--- src/rtl/racing_game_core.sv ---
// Game-state core for the racing game: player/enemy motion, scrolling track,
// lives/score bookkeeping and the IDLE/PLAY/CRASH/OVER FSM, all advanced once per frame.
module racing_game_core #(
    parameter int NUM_ENEMIES  = 2,
    parameter int H_ACTIVE     = 640,
    parameter int V_ACTIVE     = 480,
    parameter int PLAYER_Y     = 454,
    parameter int X_MIN        = 52,
    parameter int X_MAX        = 580,
    parameter int STEP         = 4,
    parameter int TRACK_EDGE   = 20,
    parameter int SPEED_MAX    = 250,
    parameter int LIVES        = 3,
    parameter int CRASH_FRAMES = 60
) (
    input  logic                      i_clk,
    input  logic                      i_reset,
    input  logic                      i_left,
    input  logic                      i_right,
    input  logic                      i_start,
    input  logic                      i_vsync,
    input  logic [15:0]               i_hpos,
    input  logic [15:0]               i_vpos,
    input  logic                      i_player_gfx,
    input  logic [NUM_ENEMIES-1:0]    i_enemy_gfx,
    output logic [15:0]               o_player_x,
    output logic [16*NUM_ENEMIES-1:0] o_enemy_x,
    output logic [16*NUM_ENEMIES-1:0] o_enemy_y,
    output logic [15:0]               o_track_pos,
    output logic [7:0]                o_speed,
    output logic [15:0]               o_score,
    output logic [3:0]                o_lives,
    output logic [1:0]                o_game_state,
    output logic                      o_track_gfx,
    output logic                      o_track_shoulder
);
    localparam int N = NUM_ENEMIES;
    localparam logic [15:0] L_XMIN    = 16'(X_MIN);
    localparam logic [15:0] L_XMAX    = 16'(X_MAX);
    localparam logic [15:0] L_STEP    = 16'(STEP);
    localparam logic [15:0] L_VACT    = 16'(V_ACTIVE);
    localparam logic [15:0] L_EDGE    = 16'(TRACK_EDGE);
    localparam logic [15:0] L_EDGE_HI = 16'(H_ACTIVE - TRACK_EDGE);
    localparam logic [15:0] L_SH      = 16'(2 * TRACK_EDGE);
    localparam logic [15:0] L_SH_HI   = 16'(H_ACTIVE - 2 * TRACK_EDGE);
    localparam logic [15:0] L_PX0     = 16'(H_ACTIVE / 2);
    localparam logic [15:0] L_CRASH   = 16'(CRASH_FRAMES - 1);
    localparam logic [7:0]  L_SMAX    = 8'(SPEED_MAX);
    localparam logic [3:0]  L_LIVES   = 4'(LIVES);

    typedef enum logic [1:0] {S_IDLE = 2'd0, S_PLAY = 2'd1, S_CRASH = 2'd2, S_OVER = 2'd3} state_t;

    function automatic logic [15:0] f_init_x(input int i);
        return 16'(X_MIN + (i + 1) * (X_MAX - X_MIN) / (N + 1));
    endfunction
    function automatic logic [15:0] f_init_y(input int i);
        return 16'(i * (V_ACTIVE / N));
    endfunction

    state_t        r_state, w_next;
    logic          r_vs, r_tick, r_coll;
    logic [15:0]   r_timer, r_px, r_track, r_score;
    logic [7:0]    r_speed;
    logic [3:0]    r_lives;
    logic [15:0]   r_ex [N];
    logic [15:0]   r_ey [N];
    logic [N-1:0]  r_edir;

    logic          w_offside, w_hit_px, w_reload, w_move, w_hit, w_tdec;
    logic [15:0]   w_px_nxt, w_score_nxt;
    logic [16:0]   w_score_sum, w_ysum;
    logic [7:0]    w_speed_nxt;
    logic [3:0]    w_wraps;
    logic [15:0]   w_ex_nxt [N];
    logic [15:0]   w_ey_nxt [N];
    logic [N-1:0]  w_edir_nxt;
    logic          w_unused;

    assign w_offside        = (i_hpos < L_EDGE) || (i_hpos >= L_EDGE_HI);
    assign w_hit_px         = i_player_gfx && ((|i_enemy_gfx) || w_offside);
    assign o_track_gfx      = w_offside && (i_vpos[5:1] != r_track[5:1]);
    assign o_track_shoulder = (i_hpos < L_SH) || (i_hpos >= L_SH_HI);
    assign w_unused         = &{1'b0, i_vpos[15:6], i_vpos[0], 16'(PLAYER_Y)};

    // Frame tick is a registered falling edge of vsync.
    always_ff @(posedge i_clk or negedge i_reset) begin
        if (!i_reset) begin
            r_vs   <= 1'b1;
            r_tick <= 1'b0;
            r_coll <= 1'b0;
        end else begin
            r_vs   <= i_vsync;
            r_tick <= r_vs && !i_vsync;
            if (w_hit_px)    r_coll <= 1'b1;
            else if (r_tick) r_coll <= 1'b0;
        end
    end

    always_ff @(posedge i_clk or negedge i_reset) begin
        if (!i_reset) r_state <= S_IDLE;
        else          r_state <= w_next;
    end

    always_comb begin
        w_next = r_state;
        case (r_state)
            S_IDLE, S_OVER: if (r_tick && i_start) w_next = S_PLAY;
            S_PLAY:         if (r_tick && r_coll) w_next = (r_lives == 4'd1) ? S_OVER : S_CRASH;
            S_CRASH:        if (r_tick && r_timer == '0) w_next = S_PLAY;
            default:        w_next = S_IDLE;
        endcase
    end

    always_comb begin
        w_reload = 1'b0;
        w_move   = 1'b0;
        w_hit    = 1'b0;
        w_tdec   = 1'b0;
        case (r_state)
            S_IDLE, S_OVER: w_reload = r_tick && i_start;
            S_PLAY: begin
                w_move = r_tick && !r_coll;
                w_hit  = r_tick && r_coll;
            end
            S_CRASH:        w_tdec = r_tick && (r_timer != '0);
            default: ;
        endcase
    end

    always_comb begin
        w_px_nxt = r_px;
        if (i_left && !i_right)
            w_px_nxt = (r_px < L_XMIN + L_STEP) ? L_XMIN : r_px - L_STEP;
        else if (i_right && !i_left)
            w_px_nxt = ({1'b0, r_px} + {1'b0, L_STEP} > {1'b0, L_XMAX}) ? L_XMAX : r_px + L_STEP;
        w_speed_nxt = r_speed;
        if (r_speed < L_SMAX)      w_speed_nxt = r_speed + 8'd1;
        else if (r_speed > L_SMAX) w_speed_nxt = r_speed - 8'd1;
    end

    // Enemies bounce off the limits; y wraps count towards the score.
    always_comb begin
        w_wraps = '0;
        w_ysum  = '0;
        for (int i = 0; i < N; i++) begin
            w_ysum = {1'b0, r_ey[i]} + {13'b0, r_speed[7:4]};
            if (w_ysum >= {1'b0, L_VACT}) begin
                w_ey_nxt[i] = '0;
                w_wraps     = w_wraps + 4'd1;
            end else begin
                w_ey_nxt[i] = w_ysum[15:0];
            end
            if (r_ex[i] == L_XMIN) begin
                w_edir_nxt[i] = 1'b1;
                w_ex_nxt[i]   = r_ex[i] + L_STEP;
            end else if (r_ex[i] == L_XMAX) begin
                w_edir_nxt[i] = 1'b0;
                w_ex_nxt[i]   = r_ex[i] - L_STEP;
            end else begin
                w_edir_nxt[i] = r_edir[i];
                w_ex_nxt[i]   = r_edir[i] ? r_ex[i] + L_STEP : r_ex[i] - L_STEP;
            end
        end
        w_score_sum = {1'b0, r_score} + {13'b0, w_wraps};
        w_score_nxt = w_score_sum[16] ? 16'hFFFF : w_score_sum[15:0];
    end

    always_ff @(posedge i_clk or negedge i_reset) begin
        if (!i_reset) begin
            r_px <= L_PX0; r_speed <= '0; r_track <= '0; r_score <= '0;
            r_lives <= '0; r_timer <= '0;
            for (int i = 0; i < N; i++) begin
                r_ex[i] <= f_init_x(i); r_ey[i] <= f_init_y(i); r_edir[i] <= i[0];
            end
        end else if (w_reload) begin
            r_px <= L_PX0; r_speed <= 8'd31; r_track <= '0; r_score <= '0;
            r_lives <= L_LIVES; r_timer <= '0;
            for (int i = 0; i < N; i++) begin
                r_ex[i] <= f_init_x(i); r_ey[i] <= f_init_y(i); r_edir[i] <= i[0];
            end
        end else if (w_move) begin
            r_px    <= w_px_nxt;
            r_speed <= w_speed_nxt;
            r_track <= r_track + {12'b0, r_speed[7:4]};
            r_score <= w_score_nxt;
            r_edir  <= w_edir_nxt;
            for (int i = 0; i < N; i++) begin
                r_ex[i] <= w_ex_nxt[i]; r_ey[i] <= w_ey_nxt[i];
            end
        end else if (w_hit) begin
            r_speed <= 8'd16;
            r_lives <= r_lives - 4'd1;
            r_timer <= (r_lives == 4'd1) ? 16'd0 : L_CRASH;
        end else if (w_tdec) begin
            r_timer <= r_timer - 16'd1;
        end
    end

    assign o_player_x   = r_px;
    assign o_track_pos  = r_track;
    assign o_speed      = r_speed;
    assign o_score      = r_score;
    assign o_lives      = r_lives;
    assign o_game_state = r_state;

    for (genvar g = 0; g < N; g++) begin : g_pack
        assign o_enemy_x[16*g +: 16] = r_ex[g];
        assign o_enemy_y[16*g +: 16] = r_ey[g];
    end
endmodule

--- config.mk ---
export PLATFORM = sky130hd
export DESIGN_NAME = racing_game_core
export DESIGN_NICKNAME = d
export VERILOG_FILES = /design/src/rtl/racing_game_core.sv
export SDC_FILE = /design/constraint.sdc
export NUM_CORES = 1
export LEC_CHECK = 0
export BUFFER_PORTS_ARGS = -buffer_cell sky130_fd_sc_hd__buf_2
export CORE_MARGIN = 4
export CORE_UTILIZATION = 61
export DETAILED_ROUTE_END_ITERATION = 7
export PLACE_DENSITY_LB_ADDON = 0.12
export SYNTH_ARGS = -nofsm -noshare
export SYNTH_HDL_FRONTEND = slang
export SYNTH_SLANG_ARGS = --single-unit
--- constraint.sdc ---
create_clock -name i_clk -period 6.6 [get_ports i_clk]
set_input_delay 1.32 -clock i_clk [delete_from_list [all_inputs] [get_ports i_clk]]
set_output_delay 1.32 -clock i_clk [all_outputs]
set_load 0.01 [all_outputs]
Word-level counts from Yosys, hierarchy flattened

Cells that the tools add are included.

Add/sub/neg operators: 16
Multipliers: 0
Divide/modulo/power cells: 0
$lt $le $gt $ge: 10
Equality and inequality tests: 14
Shifts and indexed selects: 0
Multiplexer cells: 55
Bitwise logic cells: 0
Reduce and logical (&&, ||, !) cells: 37

Operator list:

| cell                                                                | count |
|---|---|
| two-way mux 16 bit                                                  | 23 |
| two-way mux 32 bit                                                  | 4 |
| adder 16 x 4 -> 17 bit                                              | 3 |
| adder 16 x 3 -> 16 bit, second input constant                       | 3 |
| subtractor 16 x 3 -> 16 bit, second input constant                  | 3 |
| two-way mux 8 bit                                                   | 5 |
| greater-or-equal comparator 17 x 9 -> 1 bit, second input constant  | 2 |
| == test 16 x 10 -> 1 bit, second input constant                     | 2 |
| == test 16 x 6 -> 1 bit, second input constant                      | 2 |
| greater-or-equal comparator 16 x 10 -> 1 bit, second input constant | 2 |
| less-than comparator 16 x 6 -> 1 bit, second input constant         | 2 |
| adder 16 x 3 -> 17 bit, second input constant                       | 1 |
| > comparator 17 x 10 -> 1 bit, second input constant                | 1 |
| adder 16 x 4 -> 16 bit                                              | 1 |
| logical NOT 16 bit                                                  | 1 |
| less-than comparator 16 x 5 -> 1 bit, second input constant         | 1 |
| two-way mux 4 bit                                                   | 4 |
| nonzero test 16 bit                                                 | 1 |
| subtractor 16 x 1 -> 16 bit, second input constant                  | 1 |
| nonzero test 3 bit                                                  | 5 |
| two-way mux 1 bit                                                   | 12 |
| AND reduction 2 bit                                                 | 6 |
| logical AND 1 bit                                                   | 10 |
| two-way mux 2 bit                                                   | 5 |
| 20 further kinds                                                    | 32 |

Bits in registers: 147
Bits in latches: 0
RAM bits: 0
ROM bits: 0
Output and inout port bits: 128
Logic and storage cells: 148
Memories kept: 0

Logic depth before layout (Yosys ltp)

Depth after elaboration: 9
Depth in mapped cells: 20
Mapped depth without buffers: 19

Least setup slack after synthesis

Ideal clock, no wire load.

Kind: flip-flop to flip-flop
Start point: register r_speed[4] (netlist: o_speed[4])
End point: register r_score[11] (netlist: o_score[11])
Setup time: 0.094 ns
Arrival time: 4.527 ns
Data required time: 6.506 ns
Slack: 1.979 ns
Cell stages (with the launch flop): 21
Clock period less this slack: 4.621 ns
Path through: dfrtp_1 ha_1 inv_1 fa_1 nand2b_1 a211o_1 o32a_1 a211o_1 nor3_1 inv_1 ha_1 ha_1 inv_1 fa_1 nor2_1 and3_1 nand4_1 clkbuf_1 a21oi_1 nor2_1 a211oi_1

Word-level cells in the longest chain between the ends: 9

RTL lines:

| item                                        | RTL line | source |
|---|---|---|
| from (decl)                                 | 63       | `logic [7:0] r_speed;` |
| from (signal assigned)                      | 183      | `r_speed <= w_speed_nxt;` |
| adder 16 x 4 -> 17 bit                      | 146      | `w_ysum = {1'b0, r_ey[i]} + {13'b0, r_speed[7:4]};` |
| greater-or-equal comparator 17 x 9 -> 1 bit | 147      | `if (w_ysum >= {1'b0, L_VACT}) begin` |
| two-way mux 1 bit                           | 147      |  |
| adder 4 x 1 -> 4 bit                        | 149      | `w_wraps = w_wraps + 4'd1;` |
| two-way mux 4 bit *                         | 147      |  |
| adder 16 x 4 -> 17 bit *                    | 164      | `w_score_sum = {1'b0, r_score} + {13'b0, w_wraps};` |
| two-way mux 16 bit *                        | 165      | `w_score_nxt = w_score_sum[16] ? 16'hFFFF : w_score_sum[15:0];` |
| two-way mux 16 bit *                        | 181      | `end else if (w_move) begin` |
| two-way mux 16 bit *                        | 175      | `end else if (w_reload) begin` |
| to (signal assigned)                        | 185      | `r_score <= w_score_nxt;` |
| to (decl)                                   | 62       | `logic [15:0] r_timer, r_px, r_track, r_score;` |

Mark *: on every way between the ends. The rest lies on a longest branch, timed or not. The select of a mux whose other input is x is not followed.
A chain may end at the register's enable or synchronous reset.

Worst setup path after layout

Start point: register r_speed[4] (netlist: o_speed[4])
End point: register r_score[9] (netlist: o_score[9])

The elaborated chain is that of the path after synthesis.

==> impl_metrics.json <==
{
  "clk_pin_slew_ns": 0.06,
  "whs_ns": 0.502,
  "rows": 44,
  "ys_async_sr_fraction_pct": 100,
  "crit_required_ns": 6.93,
  "htreeDepth": 4,
  "hold_viol": 0,
  "maxCapViolations": 0,
  "fin_crit_sh_pct": 77.5,
  "design_power_total_mw": 4.06,
  "slew_violations": 0,
  "sw_frac_of_total_pct": 39.7,
  "drt_first_pass_iters": 5,
  "p_comb_share_pct": 35.2,
  "nNetsFinal": 1266,
  "vias_per_cell": 6.10,
  "yosys_register_bits": 141,
  "ys.flop_type": "dfrtp_1",
  "synth_top_area_cell": "dfrtp_1",
  "worst-setup-path-type": "flip-flop to flip-flop",
  "synth_cell_types": 76,
  "cts-resized-gates": 0,
  "drc_errors": 0,
  "antenna_left": 0,
  "start_kind": "flip-flop",
  "initial_core_util_pct": 62.5,
  "min_path_type": "flip-flop to flip-flop",
  "cts_buffer_depth": 2,
  "period_needed_ns": 5.11,
  "place_congestion": 0.928,
  "p_sw_mw": 1.61,
  "yosysSeqAreaShare_pct": 39.1,
  "grt_pass1_vias": 7868,
  "antennaDiodeCount": 0,
  "ir_worst_vdd_uv": 295,
  "drt_wl_total_mm": 23.1,
  "antenna_found_initial": 0,
  "drt_iter0_drc": 638,
  "syn_area_per_cell_um2": 8.63,
  "die_w_um": 130,
  "synth_top_area_share_pct": 34.4,
  "critPathMaxFanout": 13,
  "skew_ns": 0.00795,
  "p_int_mw": 2.45,
  "cts_tree": "done",
  "setup_viol_count_final": 0,
  "worst_pin_slew_ns": 0.775,
  "io_pins": 169,
  "ys_warn_count": 0,
  "pre_cts_ws_ns": 1.56,
  "fin_setup_tns_ns": 0,
  "synthTopCellsByArea": "dfrtp_1, ha_1, dfstp_2",
  "dp_hpwl_mm": 16.1,
  "fmax_mhz": 196,
  "vias": 8431,
  "seqPwrFrac_pct": 39.0,
  "syn_area_um2": 9080,
  "final_cells": 1382,
  "status": "complete, no violations",
  "dieArea_um2": 16900,
  "dp_cells": 1350,
  "cts_root_buffer": "clkbuf_16",
  "clkSinkCount": 141,
  "postCtsHoldBufs": 0,
  "synthCells": 1053,
  "post_cts_buffers": 0,
  "p_leak_nw": 4.97,
  "port_buffers": 149,
  "die_h_um": 130,
  "grtUsageTotal_pct": 28.3,
  "cp-end-kind": "flip-flop",
  "cts_made_buffers": 17,
  "grt_max_degree": 84,
  "setup_slack_ns": 1.49,
  "cp.arrival_ns": 5.45,
  "grt_overflow_total": 0,
  "routedWlPerCell_um": 16.7,
  "clkPwrFrac_pct": 25.8,
  "power_density_nw_per_um2": 384,
  "clkLatencyLatePin_ns": 0.43,
  "drive_above_1_share_pct": 18.9,
  "area_growth_pct": 16.6,
  "grt_pass1_wl_mm": 38.7,
  "core_area_um2": 14500,
  "n_fill_cell": 1148,
  "synth-edff-count": 0,
  "rsz0062_at_grt": "false",
  "slew_headroom_pct": 48.4
}
## cells in the mapped netlist (5+ instances only)
| cell type | count |
|---|---|
| clkbuf_1 | 40 |
| nand3_1 | 50 |
| nand4_1 | 21 |
| a211o_1 | 5 |
| a21o_1 | 13 |
| xnor2_1 | 40 |
| a21oi_1 | 61 |
| ha_1 | 35 |
| o21ai_0 | 63 |
| o31ai_1 | 5 |
| and2_1 | 16 |
| dfstp_2 | 16 |
| or2_2 | 5 |
| nor2_1 | 112 |
| nor2b_1 | 10 |
| nor3_1 | 39 |
| nand2b_1 | 8 |
| and3_1 | 22 |
| fa_1 | 5 |
| or4_1 | 10 |
| dfrtp_1 | 125 |
| xor2_1 | 34 |
| buf_4 | 6 |
| nand2_1 | 100 |
| a211oi_1 | 10 |
| nor4_1 | 17 |
| a22o_1 | 7 |
| a31oi_1 | 19 |
| and4_1 | 8 |
| o211ai_1 | 7 |
| mux2i_1 | 14 |
| inv_1 | 40 |
| or3_1 | 17 |
## through the flow
| step | instance area (um^2) | util [%] |
|---|---|---|
| after floorplan | 9100 | - |
| after global placement | 9940 | 68.4 |
| after detailed placement | 9940 | 68.4 |
| after CTS | 10600 | 72.8 |
| after global routing | 10600 | 72.8 |
| final | 10600 | 72.8 |
## layout make-up
type	instances	area [um^2]	share of cell area, %
clock buffer	22	484	4.57
sequential	141	3550	33.5
timing repair buffer	158	820	7.74
multi-input combinational	827	5190	49.1
tap	184	230	2.17
clock inverter	10	160	1.51
inverter	40	150	1.42
## power groups by stage
stage | combinational, mW | sequential [mW] | clock [mW]
final | 1.43 | 1.59 | 1.05
after global routing | 1.61 | 1.65 | 1.11
after CTS | 1.44 | 1.58 | 1.06
after detailed placement | 1.43 | 1.59 | 0
after global placement | 1.39 | 1.58 | 0
after floorplan | 0.887 | 1.57 | 0
## layer usage
metal  wire (um)  GRT usage, %  vias to the layer above
li1            -             -                     4055
met1        9910          38.3                     4032
met2       11100          45.3                      312
met3        1590          6.71                       32
met4         493          8.99                        0
met5           0             0                        -
## registers in the layout (all words and copies together) (netlist names)
signal and count:
o_speed 8, r_coll 1, r_vs 1, r_edir 2, o_enemy_x 28, o_score 16, o_game_state 2, r_timer 16
r_tick 1, o_player_x 14, o_track_pos 16, o_lives 4, o_enemy_y 32
## logic make-up (layout without fill, tap and decap cells)
group	after synthesis	in the layout	share of synthesized area, %
buf+inv	90	230	4.06
fa+ha+maj	40	40	5.92
simple gates	451	451	25.0
mux	15	15	1.67
xor+xnor	74	74	7.14
other cells	1	6	0.0413
compound gates	241	241	17.1
flops	141	141	39.1
## placed cells by master (no fill, tap or decap), types with 5 or more instances in the layout
master	instances
xor2_1	34
o211ai_1	7
nand2_1	100
xnor2_1	40
a31oi_1	19
dfrtp_1	125
buf_4	9
inv_1	40
a21oi_1	61
conb_1	6
nor2b_1	10
nor2_1	112
and2_1	16
nor4_1	17
or2_2	5
dfstp_2	16
fa_1	5
a211oi_1	10
clkbuf_16	17
buf_2	148
ha_1	35
nand2b_1	8
nor3_1	39
a211o_1	5
a21o_1	13
and3_1	21
or4_1	10
nand3_1	49
or3_1	17
and4_1	8
nand4_1	21
o21ai_0	63
a22o_1	7
mux2i_1	14
## worst paths after layout
check	from	to	slack (ns)	cells past startpoint
setup / recovery	o_speed[4]$_DFFE_PN0P_	o_score[9]$_DFFE_PN0N_	1.49	20
hold / removal	r_timer[1]$_DFFE_PN0P_	r_timer[1]$_DFFE_PN0P_	0.50	1
setup reg to reg	o_speed[4]$_DFFE_PN0P_	o_score[9]$_DFFE_PN0N_	1.49	20
hold reg to reg	r_timer[1]$_DFFE_PN0P_	r_timer[1]$_DFFE_PN0P_	0.50	1
max in group asynchronous	i_reset	r_timer[9]$_DFFE_PN0P_	4.39	2
min in group asynchronous	i_reset	o_enemy_x[11]$_DFFE_PN0N_	0.92	1
## critical path: stages (launching register included)
cell and delay [ns]:
dfrtp_1 0.47, ha_1 0.23, inv_1 0.06, fa_1 0.39, nand2b_1 0.21, a211o_1 0.34, o32a_1 0.30, a211o_1 0.24
nor3_1 0.14, buf_4 0.21, inv_1 0.06, ha_1 0.27, ha_1 0.16, inv_1 0.06, fa_1 0.41, nor2_1 0.16
and3_1 0.16, nand4_1 0.46, nand2_1 0.30, nor3_1 0.13, a311oi_1 0.27
(Power assumes the default switching activity.)
